===== config.mk =====
export PLATFORM = sky130hd
export DESIGN_NAME = mem_access_ctrl_flat
export DESIGN_NICKNAME = d
export VERILOG_FILES = /design/src/rtl/mem_access_ctrl_if.sv /design/src/rtl/mem_access_ctrl.sv /design/src/flat_wrapper.sv
export SDC_FILE = /design/constraint.sdc
export NUM_CORES = 1
export LEC_CHECK = 0
export CAP_MARGIN = 20
export CORE_ASPECT_RATIO = 0.9
export CORE_MARGIN = 5
export CORE_UTILIZATION = 55
export CTS_CLUSTER_SIZE = 24
export DETAILED_ROUTE_END_ITERATION = 16
export DONT_BUFFER_PORTS = 1
export GPL_TIMING_DRIVEN = 0
export PLACE_DENSITY_LB_ADDON = 0.12
export SLEW_MARGIN = 20
export SYNTH_ARGS = -nofsm -noshare
export SYNTH_HDL_FRONTEND = slang
export SYNTH_SLANG_ARGS = --single-unit

===== constraint.sdc =====
create_clock -name clk_i -period 7.2 [get_ports clk_i]
set_input_delay 1.44 -clock clk_i [delete_from_list [all_inputs] [get_ports clk_i]]
set_output_delay 1.44 -clock clk_i [all_outputs]
set_load 0.005 [all_outputs]

===== src/rtl/mem_access_ctrl_if.sv =====
// Data-memory bus between the MEM-stage access controller (master) and memory (slave).
// Word-aligned req/ack handshake with byte enables; ack is a one-cycle pulse.
interface mem_access_ctrl_if #(
  parameter int ADDR_W = 32
);
  logic              mem_req;
  logic              mem_we;
  logic [ADDR_W-1:0] mem_addr;
  logic [31:0]       mem_wdata;
  logic [3:0]        mem_be;
  logic              mem_ack;
  logic [31:0]       mem_rdata;

  modport master (
    output mem_req, mem_we, mem_addr, mem_wdata, mem_be,
    input  mem_ack, mem_rdata
  );

  modport slave (
    input  mem_req, mem_we, mem_addr, mem_wdata, mem_be,
    output mem_ack, mem_rdata
  );
endinterface


===== src/rtl/mem_access_ctrl.sv =====
// MEM-stage load/store controller: issues one bus transaction per access, stalls the
// pipeline until ack, and returns the lane-extracted, extended load result.
module mem_access_ctrl #(
  parameter int ADDR_W = 32,
  parameter int DATA_W = 32
) (
  input  logic              clk_i,
  input  logic              rst_i,
  input  logic              flush_i,
  input  logic              mem_read_i,
  input  logic              mem_write_i,
  input  logic [2:0]        funct3_i,
  input  logic [ADDR_W-1:0] addr_i,
  input  logic [DATA_W-1:0] wdata_i,
  output logic              stall_o,
  output logic              err_o,
  output logic [31:0]       read_data_o,
  mem_access_ctrl_if.master bus
);

  typedef enum logic [1:0] {IDLE, BUSY, DONE} state_t;

  state_t            state_q, state_d;
  logic              req_q, req_d;
  logic              we_q, we_d;
  logic [ADDR_W-1:0] addr_q, addr_d;
  logic [31:0]       wdata_q, wdata_d;
  logic [3:0]        be_q, be_d;
  logic [31:0]       rdata_q, rdata_d;
  logic [2:0]        f3_q, f3_d;
  logic [1:0]        off_q, off_d;
  logic              load_q, load_d;

  logic        want;
  logic        legal;
  logic        acc;
  logic [3:0]  be_new;
  logic [31:0] wdata_new;
  logic [7:0]  byte_v;
  logic [15:0] half_v;
  logic [31:0] ext_v;

  assign want = (mem_read_i | mem_write_i) & ~flush_i;

  // A request with both read and write set is a store, so load-only sizes are illegal.
  always_comb begin
    legal = 1'b0;
    case (funct3_i)
      3'b000:         legal = 1'b1;
      3'b001:         legal = ~addr_i[0];
      3'b010:         legal = (addr_i[1:0] == 2'b00);
      3'b100:         legal = ~mem_write_i;
      3'b101:         legal = ~mem_write_i & ~addr_i[0];
      default:        legal = 1'b0;
    endcase
  end

  assign acc     = (state_q == IDLE) & want & legal;
  assign err_o   = (state_q == IDLE) & want & ~legal;
  assign stall_o = acc | (state_q == BUSY);

  always_comb begin
    be_new    = 4'b1111;
    wdata_new = wdata_i[31:0];
    case (funct3_i[1:0])
      2'b00: begin
        be_new    = 4'b0001 << addr_i[1:0];
        wdata_new = {4{wdata_i[7:0]}};
      end
      2'b01: begin
        be_new    = addr_i[1] ? 4'b1100 : 4'b0011;
        wdata_new = {2{wdata_i[15:0]}};
      end
      default: ;
    endcase
  end

  always_comb begin
    byte_v = bus.mem_rdata[{off_q, 3'b000} +: 8];
    half_v = off_q[1] ? bus.mem_rdata[31:16] : bus.mem_rdata[15:0];
    case (f3_q)
      3'b000:  ext_v = {{24{byte_v[7]}}, byte_v};
      3'b100:  ext_v = {24'd0, byte_v};
      3'b001:  ext_v = {{16{half_v[15]}}, half_v};
      3'b101:  ext_v = {16'd0, half_v};
      default: ext_v = bus.mem_rdata;
    endcase
  end

  always_comb begin
    state_d = state_q;
    req_d   = req_q;
    we_d    = we_q;
    addr_d  = addr_q;
    wdata_d = wdata_q;
    be_d    = be_q;
    rdata_d = rdata_q;
    f3_d    = f3_q;
    off_d   = off_q;
    load_d  = load_q;
    case (state_q)
      IDLE: begin
        if (acc) begin
          state_d = BUSY;
          req_d   = 1'b1;
          we_d    = mem_write_i;
          addr_d  = {addr_i[ADDR_W-1:2], 2'b00};
          be_d    = be_new;
          wdata_d = wdata_new;
          f3_d    = funct3_i;
          off_d   = addr_i[1:0];
          load_d  = mem_read_i & ~mem_write_i;
        end
      end
      BUSY: begin
        // Address and data stay registered after ack; only the strobes drop.
        if (bus.mem_ack) begin
          state_d = DONE;
          req_d   = 1'b0;
          we_d    = 1'b0;
          be_d    = 4'b0000;
          if (load_q) rdata_d = ext_v;
        end
      end
      DONE:    state_d = IDLE;
      default: state_d = IDLE;
    endcase
  end

  always_ff @(posedge clk_i or posedge rst_i) begin
    if (rst_i) begin
      state_q <= IDLE;
      req_q   <= 1'b0;
      we_q    <= 1'b0;
      addr_q  <= '0;
      wdata_q <= '0;
      be_q    <= '0;
      rdata_q <= '0;
      f3_q    <= '0;
      off_q   <= '0;
      load_q  <= 1'b0;
    end else begin
      state_q <= state_d;
      req_q   <= req_d;
      we_q    <= we_d;
      addr_q  <= addr_d;
      wdata_q <= wdata_d;
      be_q    <= be_d;
      rdata_q <= rdata_d;
      f3_q    <= f3_d;
      off_q   <= off_d;
      load_q  <= load_d;
    end
  end

  assign bus.mem_req   = req_q;
  assign bus.mem_we    = we_q;
  assign bus.mem_addr  = addr_q;
  assign bus.mem_wdata = wdata_q;
  assign bus.mem_be    = be_q;
  assign read_data_o   = rdata_q;

endmodule


===== src/flat_wrapper.sv =====
// flat-port wrapper written by rule: the top's interface ports become plain ports
module mem_access_ctrl_flat 
#(
  parameter int ADDR_W = 32,
  parameter int DATA_W = 32
)
  (clk_i, rst_i, flush_i, mem_read_i, mem_write_i, funct3_i, addr_i, wdata_i, stall_o, err_o, read_data_o, bus_mem_req, bus_mem_we, bus_mem_addr, bus_mem_wdata, bus_mem_be, bus_mem_ack, bus_mem_rdata);
  mem_access_ctrl_if #(.ADDR_W(ADDR_W)) bus_i ();
  input  logic clk_i;
  input  logic rst_i;
  input  logic flush_i;
  input  logic mem_read_i;
  input  logic mem_write_i;
  input  logic [2:0] funct3_i;
  input  logic [ADDR_W-1:0] addr_i;
  input  logic [DATA_W-1:0] wdata_i;
  output logic stall_o;
  output logic err_o;
  output logic [31:0] read_data_o;
  output wire logic [$bits(bus_i.mem_req)-1:0] bus_mem_req;
  output wire logic [$bits(bus_i.mem_we)-1:0] bus_mem_we;
  output wire logic [$bits(bus_i.mem_addr)-1:0] bus_mem_addr;
  output wire logic [$bits(bus_i.mem_wdata)-1:0] bus_mem_wdata;
  output wire logic [$bits(bus_i.mem_be)-1:0] bus_mem_be;
  input wire logic [$bits(bus_i.mem_ack)-1:0] bus_mem_ack;
  input wire logic [$bits(bus_i.mem_rdata)-1:0] bus_mem_rdata;
  assign bus_mem_req = bus_i.mem_req;
  assign bus_mem_we = bus_i.mem_we;
  assign bus_mem_addr = bus_i.mem_addr;
  assign bus_mem_wdata = bus_i.mem_wdata;
  assign bus_mem_be = bus_i.mem_be;
  assign bus_i.mem_ack = bus_mem_ack;
  assign bus_i.mem_rdata = bus_mem_rdata;
  mem_access_ctrl #(.ADDR_W(ADDR_W), .DATA_W(DATA_W)) u_core (.clk_i(clk_i), .rst_i(rst_i), .flush_i(flush_i), .mem_read_i(mem_read_i), .mem_write_i(mem_write_i), .funct3_i(funct3_i), .addr_i(addr_i), .wdata_i(wdata_i), .stall_o(stall_o), .err_o(err_o), .read_data_o(read_data_o), .bus(bus_i));
endmodule

**Word-level counts from Yosys, hierarchy flattened**

Cells that the tools add are included.

- Flip-flop bits (word level): 108
- Input port bits: 105
- Output and inout port bits: 104
- Logic and storage cells: 62

- Equal/unequal tests: 11
- Shift-type cells: 2
- Mux-type cells: 17
- Bitwise logic cells: 12
- Reductions and logical operators: 10

Operators by type and width:

| cell | count |
|---|---|
| 32-bit case mux with 4 select lines | 1 |
| 32-bit case mux with 2 select lines | 1 |
| 32-bit by 6-bit indexed part select with 8-bit output | 1 |
| 16-bit 2-to-1 mux | 1 |
| 4-bit case mux with 2 select lines | 2 |
| 3-bit equality test, second input constant | 4 |
| 4-bit 2-to-1 mux | 3 |
| 1-bit AND | 6 |
| 3-bit by 1-bit equality test with 1-bit output, second input constant | 2 |
| 2-bit zero test | 3 |
| 3-bit zero test | 2 |
| 3-bit AND reduction | 2 |
| 1-bit case mux with 5 select lines | 1 |
| 2-bit by 1-bit equality test with 1-bit output, second input constant | 2 |
| 2-bit 2-to-1 mux | 2 |
| 1-bit inverter | 4 |
| 1-bit case mux with 2 select lines | 2 |
| 2-bit case mux with 2 select lines | 1 |
| 2-bit AND reduction | 2 |
| 1-bit by 2-bit left shift with 4-bit output, first input constant | 1 |
| 3-bit by 2-bit equality test with 1-bit output, second input constant | 1 |
| 1-bit 2-to-1 mux | 3 |
| 2-bit by 1-bit != test with 1-bit output, second input constant | 1 |
| 2-bit != test, second input constant | 1 |
| other kinds (2) | 3 |

**Depth between registers and ports, before layout**

Gate-level depths: netlist (run 1).

- Depth after elaboration: 6
- Mapped depth: 6
- Depth with buffers taken out: 4

**Worst setup path after synthesis (run 1)**

OpenSTA, ideal clock, no wires.

- Path kind: input to output
- Start point: in funct3_i[0]
- End point: out stall_o
- Arrival: 2.711 ns
- Path slack: 3.049 ns
- Stages on the path: 5
- Cell sequence: or4_1 -> a211o_1 -> buf_4 -> clkbuf_1 -> nand2_1

- Cells in the longest elaborated chain, start to end: 4
- Elaborated cells on any way between the ends: 8
- Classes of those cells: 4 x eq/ne; 1 x mux; 2 x bitwise; 1 x reduce/logical

Ends and longest elaborated chain:

| item | line | text |
|---|---|---|
| start, declared | flat_wrapper.sv:14 | `input logic [2:0] funct3_i;` |
| 3-bit equality test (tied with other cells) | mem_access_ctrl.sv:48 | `case (funct3_i)` |
| 1-bit case mux with 5 select lines (*) | mem_access_ctrl.sv:48 |  |
| 1-bit AND (*) | mem_access_ctrl.sv:58 | `assign acc = (state_q == IDLE) & want & legal;` |
| 1-bit OR (*) | mem_access_ctrl.sv:60 | `assign stall_o = acc \| (state_q == BUSY);` |
| end, declared | flat_wrapper.sv:17 | `output logic stall_o;` |

Every way passes the cells marked *; elsewhere a longest branch is shown, timed or not.

**Worst setup path in the final report (run 1)**

Ends and elaborated chain as after synthesis.

==> flow_summary.ini, run 1 <==
[outcome]
run_status = finished clean

[logic_synthesis]
synth.ff_latch_count = 108
synth.top_cells.by_area = sky130_fd_sc_hd__dfrtp_1 (52%), sky130_fd_sc_hd__mux2_4 (12%), sky130_fd_sc_hd__mux2i_1 (7.3%), sky130_fd_sc_hd__o21ai_0 (3.9%), sky130_fd_sc_hd__nand2_1 (3.3%)
synth_ff_type = sky130_fd_sc_hd__dfrtp_1
number_of_synthesized_flops_with_an_enable_pin = 0
synthDominantCellAreaShare_pct = 52.20
ys_async_sr_fraction_pct = 100.0
distinct_cell_type_count_after_synthesis = 42
syn-mean-instance-area_um2 = 11.21
yosys.area.top_type = sky130_fd_sc_hd__dfrtp_1
synthCells = 462
post_synth_instance_area_um2 = 5177
synth_sequential_area_ratio_pct = 52.20
yosys_warnings = 0

[floorplan]
die_width_um = 112.3
die-height_um = 102.0
initial_utilization_pct = 56.48
io_pins = 209
die_area_um2 = 11460
rows = 33
area_of_the_placeable_core_um2 = 9166

[timing]
least_margin_pin_slew_ns = 0.9144
timing.final.max_slew_violations = 0
tns_ns = 0
post-route-period-util_pct = 59.65
grt_setup_unrepaired = no
fin_skew_ns = 0.01576
fmax_mhz = 232.8
slew_headroom_pct = 38.81
finalWorstPathRequiredPeriod_ns = 4.295
setup_viol_count_final = 0
timing.final.hold_violations = 0

[detailed_routing]
routed-wl-met3_mm = 1.487
detail_route.iter0.violations = 206
met1Wirelength_mm = 5.942
wl_per_cell_um = 22.94
drtAntennaViolNets = 0
dr_total_vias = 3687
wl_met2_mm = 6.047
drtPass1Iterations = 4
highest_layer = met4
via_per_inst = 6.125
detail_route.wirelength_mm = 13.81
post_route_drc_violation_count = 0

[clocking]
cts_buffers = 9
cts_hold_buffers = 0
cts-htree-levels = 3
tritoncts = built
clockRootBuffer = sky130_fd_sc_hd__clkbuf_8
clkLatencyLatePin_ns = 0.37
post-cts-setup-buffer-count = 0
cts_sinks = 108
post_cts.resized_instances = 0
clock_edge_transition_at_the_registers_on_the_reported_setup_and_hold_paths_ns = 0.10
clock_tree.buffer_depth = 2

[worst_setup_path]
timing_worst_setup_path_type = primary input to output pin
crit_path_max_fanout = 10
slowest_delay_ns = 0.54
worst-endpoint-required_ns = 5.76
critPathTopFamily = simple AND/OR/NAND/NOR gates
cp-start-kind = primary input
worstPathCellList = or4_1 > a211o_1 > buf_4 > clkbuf_1 > nand2_1
cp_data_arrival_time_ns = 2.85
timing.critical_path.buf_inv = 2
cp-end-kind = output pin
critical-path-slowest-cell = sky130_fd_sc_hd__or4_1

[global_routing]
overflow = 0
maximum_number_of_pins_on_one_net_before_global_route_repair = 57
grt_usage_pct = 23.71
grt_pass1_vias = 3720
antenna_found_initial = 0
grt_first_pass_wirelength_mm = 21.36

[layout]
area_growth_from_synthesis_to_layout_pct = 7.177
layout.nets = 580
n_fill_cell = 778
insertedDiodeCount = 0
final_common_cell = sky130_fd_sc_hd__dfrtp_1
most-common-layout-cells = sky130_fd_sc_hd__dfrtp_1 (108), sky130_fd_sc_hd__nand2_1 (45), sky130_fd_sc_hd__o21ai_0 (40), sky130_fd_sc_hd__mux2_4 (40), sky130_fd_sc_hd__mux2i_1 (38)
layout-drive-gt1-share_pct = 15.63
fin_util_pct = 60.54

[placement]
hpwlAfterDp_mm = 10.37
finalWeightedCongestion = 0.9009
placement.io_buffers = 0

[power]
p_per_area_nw_per_um2 = 326.1
vdd.ir_drop.worst_uv = 142.1
cellLeakagePower_nw = 2.514

[run]
cap_viol_max_count = 0

[hold_path]
worstHoldPathType = flip-flop to flip-flop
kinds of logic after synthesis:
kind of cell / Yosys count / synth area share, %
other: 1 / 0.07243
AND/OR/NAND/NOR: 98 / 8.313
buffers and inverters: 42 / 4.011
multiplexers: 87 / 21.12
AO/OA/AOI/OAI: 126 / 14.28
flip-flops: 108 / 52.20
cell usage after synthesis (2+ instances only):
cell,instances
sky130_fd_sc_hd__a21oi_1,31
sky130_fd_sc_hd__a22oi_1,2
sky130_fd_sc_hd__buf_4,3
sky130_fd_sc_hd__buf_6,5
sky130_fd_sc_hd__clkbuf_1,25
sky130_fd_sc_hd__dfrtp_1,108
sky130_fd_sc_hd__inv_1,7
sky130_fd_sc_hd__mux2_1,3
sky130_fd_sc_hd__mux2_2,5
sky130_fd_sc_hd__mux2_4,40
sky130_fd_sc_hd__mux2i_1,38
sky130_fd_sc_hd__nand2_1,45
sky130_fd_sc_hd__nand2b_1,3
sky130_fd_sc_hd__nand3_1,5
sky130_fd_sc_hd__nor2_1,30
sky130_fd_sc_hd__nor2b_1,4
sky130_fd_sc_hd__nor3_1,3
sky130_fd_sc_hd__o211ai_1,21
sky130_fd_sc_hd__o21ai_0,40
sky130_fd_sc_hd__o21ai_1,13
sky130_fd_sc_hd__o22ai_1,8
sky130_fd_sc_hd__o2bb2ai_1,3
per-layer routing:
layer  track usage, %  vias up
li1                 -     1666
met2            35.09      196
met3            9.177       27
met4            7.856        0
met1            32.40     1798
met5                0        -
sequential cells by signal, indices dropped and copies added (netlist names):
register	flops
u_core.state_q	2
u_core.load_q	1
u_core.bus.mem_we	1
u_core.bus.mem_addr	30
u_core.read_data_o	32
u_core.bus.mem_wdata	32
u_core.bus.mem_be	4
u_core.f3_q	3
u_core.bus.mem_req	1
u_core.off_q	2
path summary, 6_finish.rpt:
| check | slack (ns) | cells after the start | to | start |
|---|---|---|---|---|
| max | 2.91 | 5 | stall_o | funct3_i[0] |
| max in group asynchronous | 5.60 | 2 | u_core.bus.mem_wdata[11] | rst_i |
| min reg2reg | 0.52 | 2 | u_core.bus.mem_wdata[23] | u_core.bus.mem_wdata[23] |
| min | 0.52 | 2 | u_core.bus.mem_wdata[23] | u_core.bus.mem_wdata[23] |
| max reg2reg | 4.92 | 5 | u_core.read_data_o[20] | u_core.state_q[1] |
| min in group asynchronous | 0.96 | 1 | u_core.read_data_o[15] | rst_i |
power breakdown:
group	switching, W	leakage, nW	internal (W)
Combinational	0.000218	1.14	0.000246
Sequential	0.000187	1.28	0.000805
Clock	0.000221	0.0934	0.000133
through the flow:
stage | hold slack (ns) | instance area (um2) | setup slack (ns) | instances | power (W)
after floorplan | 0.4651 | 5181 | 2.914 | 463 | 0.001325
after global placement | 0.4984 | 5334 | 1.806 | 585 | 0.001444
after detailed placement | 0.5064 | 5366 | 2.901 | 586 | 0.001471
after CTS | 0.5310 | 5549 | 2.895 | 602 | 0.001830
after global routing | 0.5531 | 5549 | 2.825 | 602 | 0.001926
final | 0.5211 | 5549 | 2.905 | 602 | 0.001809
worst min-delay path, cell delays in order, from the launching register on:
cell and delay, ns:
sky130_fd_sc_hd__dfrtp_1 0.38, sky130_fd_sc_hd__nand2_1 0.05, sky130_fd_sc_hd__o21ai_0 0.06
layout make-up:
| class | instances | area, um2 | share of cell area, % |
|---|---|---|---|
| Timing Repair Buffer | 1 | 27.53 | 0.4961 |
| Buffer | 35 | 181.4 | 3.269 |
| Clock buffer | 10 | 127.6 | 2.300 |
| Sequential cell | 108 | 2703 | 48.70 |
| Clock inverter | 6 | 55.05 | 0.9921 |
| Tap cell | 122 | 152.6 | 2.751 |
| Inverter | 7 | 31.28 | 0.5637 |
| Multi-Input combinational cell | 313 | 2271 | 40.92 |
Power figures use the tool's default switching activity.
==> run 2: changes to the inputs <==
clock period = 3.6 ns   (was 7.2 ns; I/O delays follow)
==> results of run 2 <==
Same layout as run 1 (identical final DEF). Status: finished clean.
Among the figures that moved: setup slack after placement 2.901 ns -> 0.7412 ns; clock-pin slew on the worst setup and hold paths 0.10 ns -> 0.12 ns; setup slack after layout 2.905 ns -> 0.7453 ns; hold slack 0.5211 ns -> 0.2364 ns; register-to-register setup slack 4.92 ns -> 1.32 ns; total power 0.001809 W -> 0.003619 W; worst IR drop on VDD 142.1 uV -> 284.1 uV
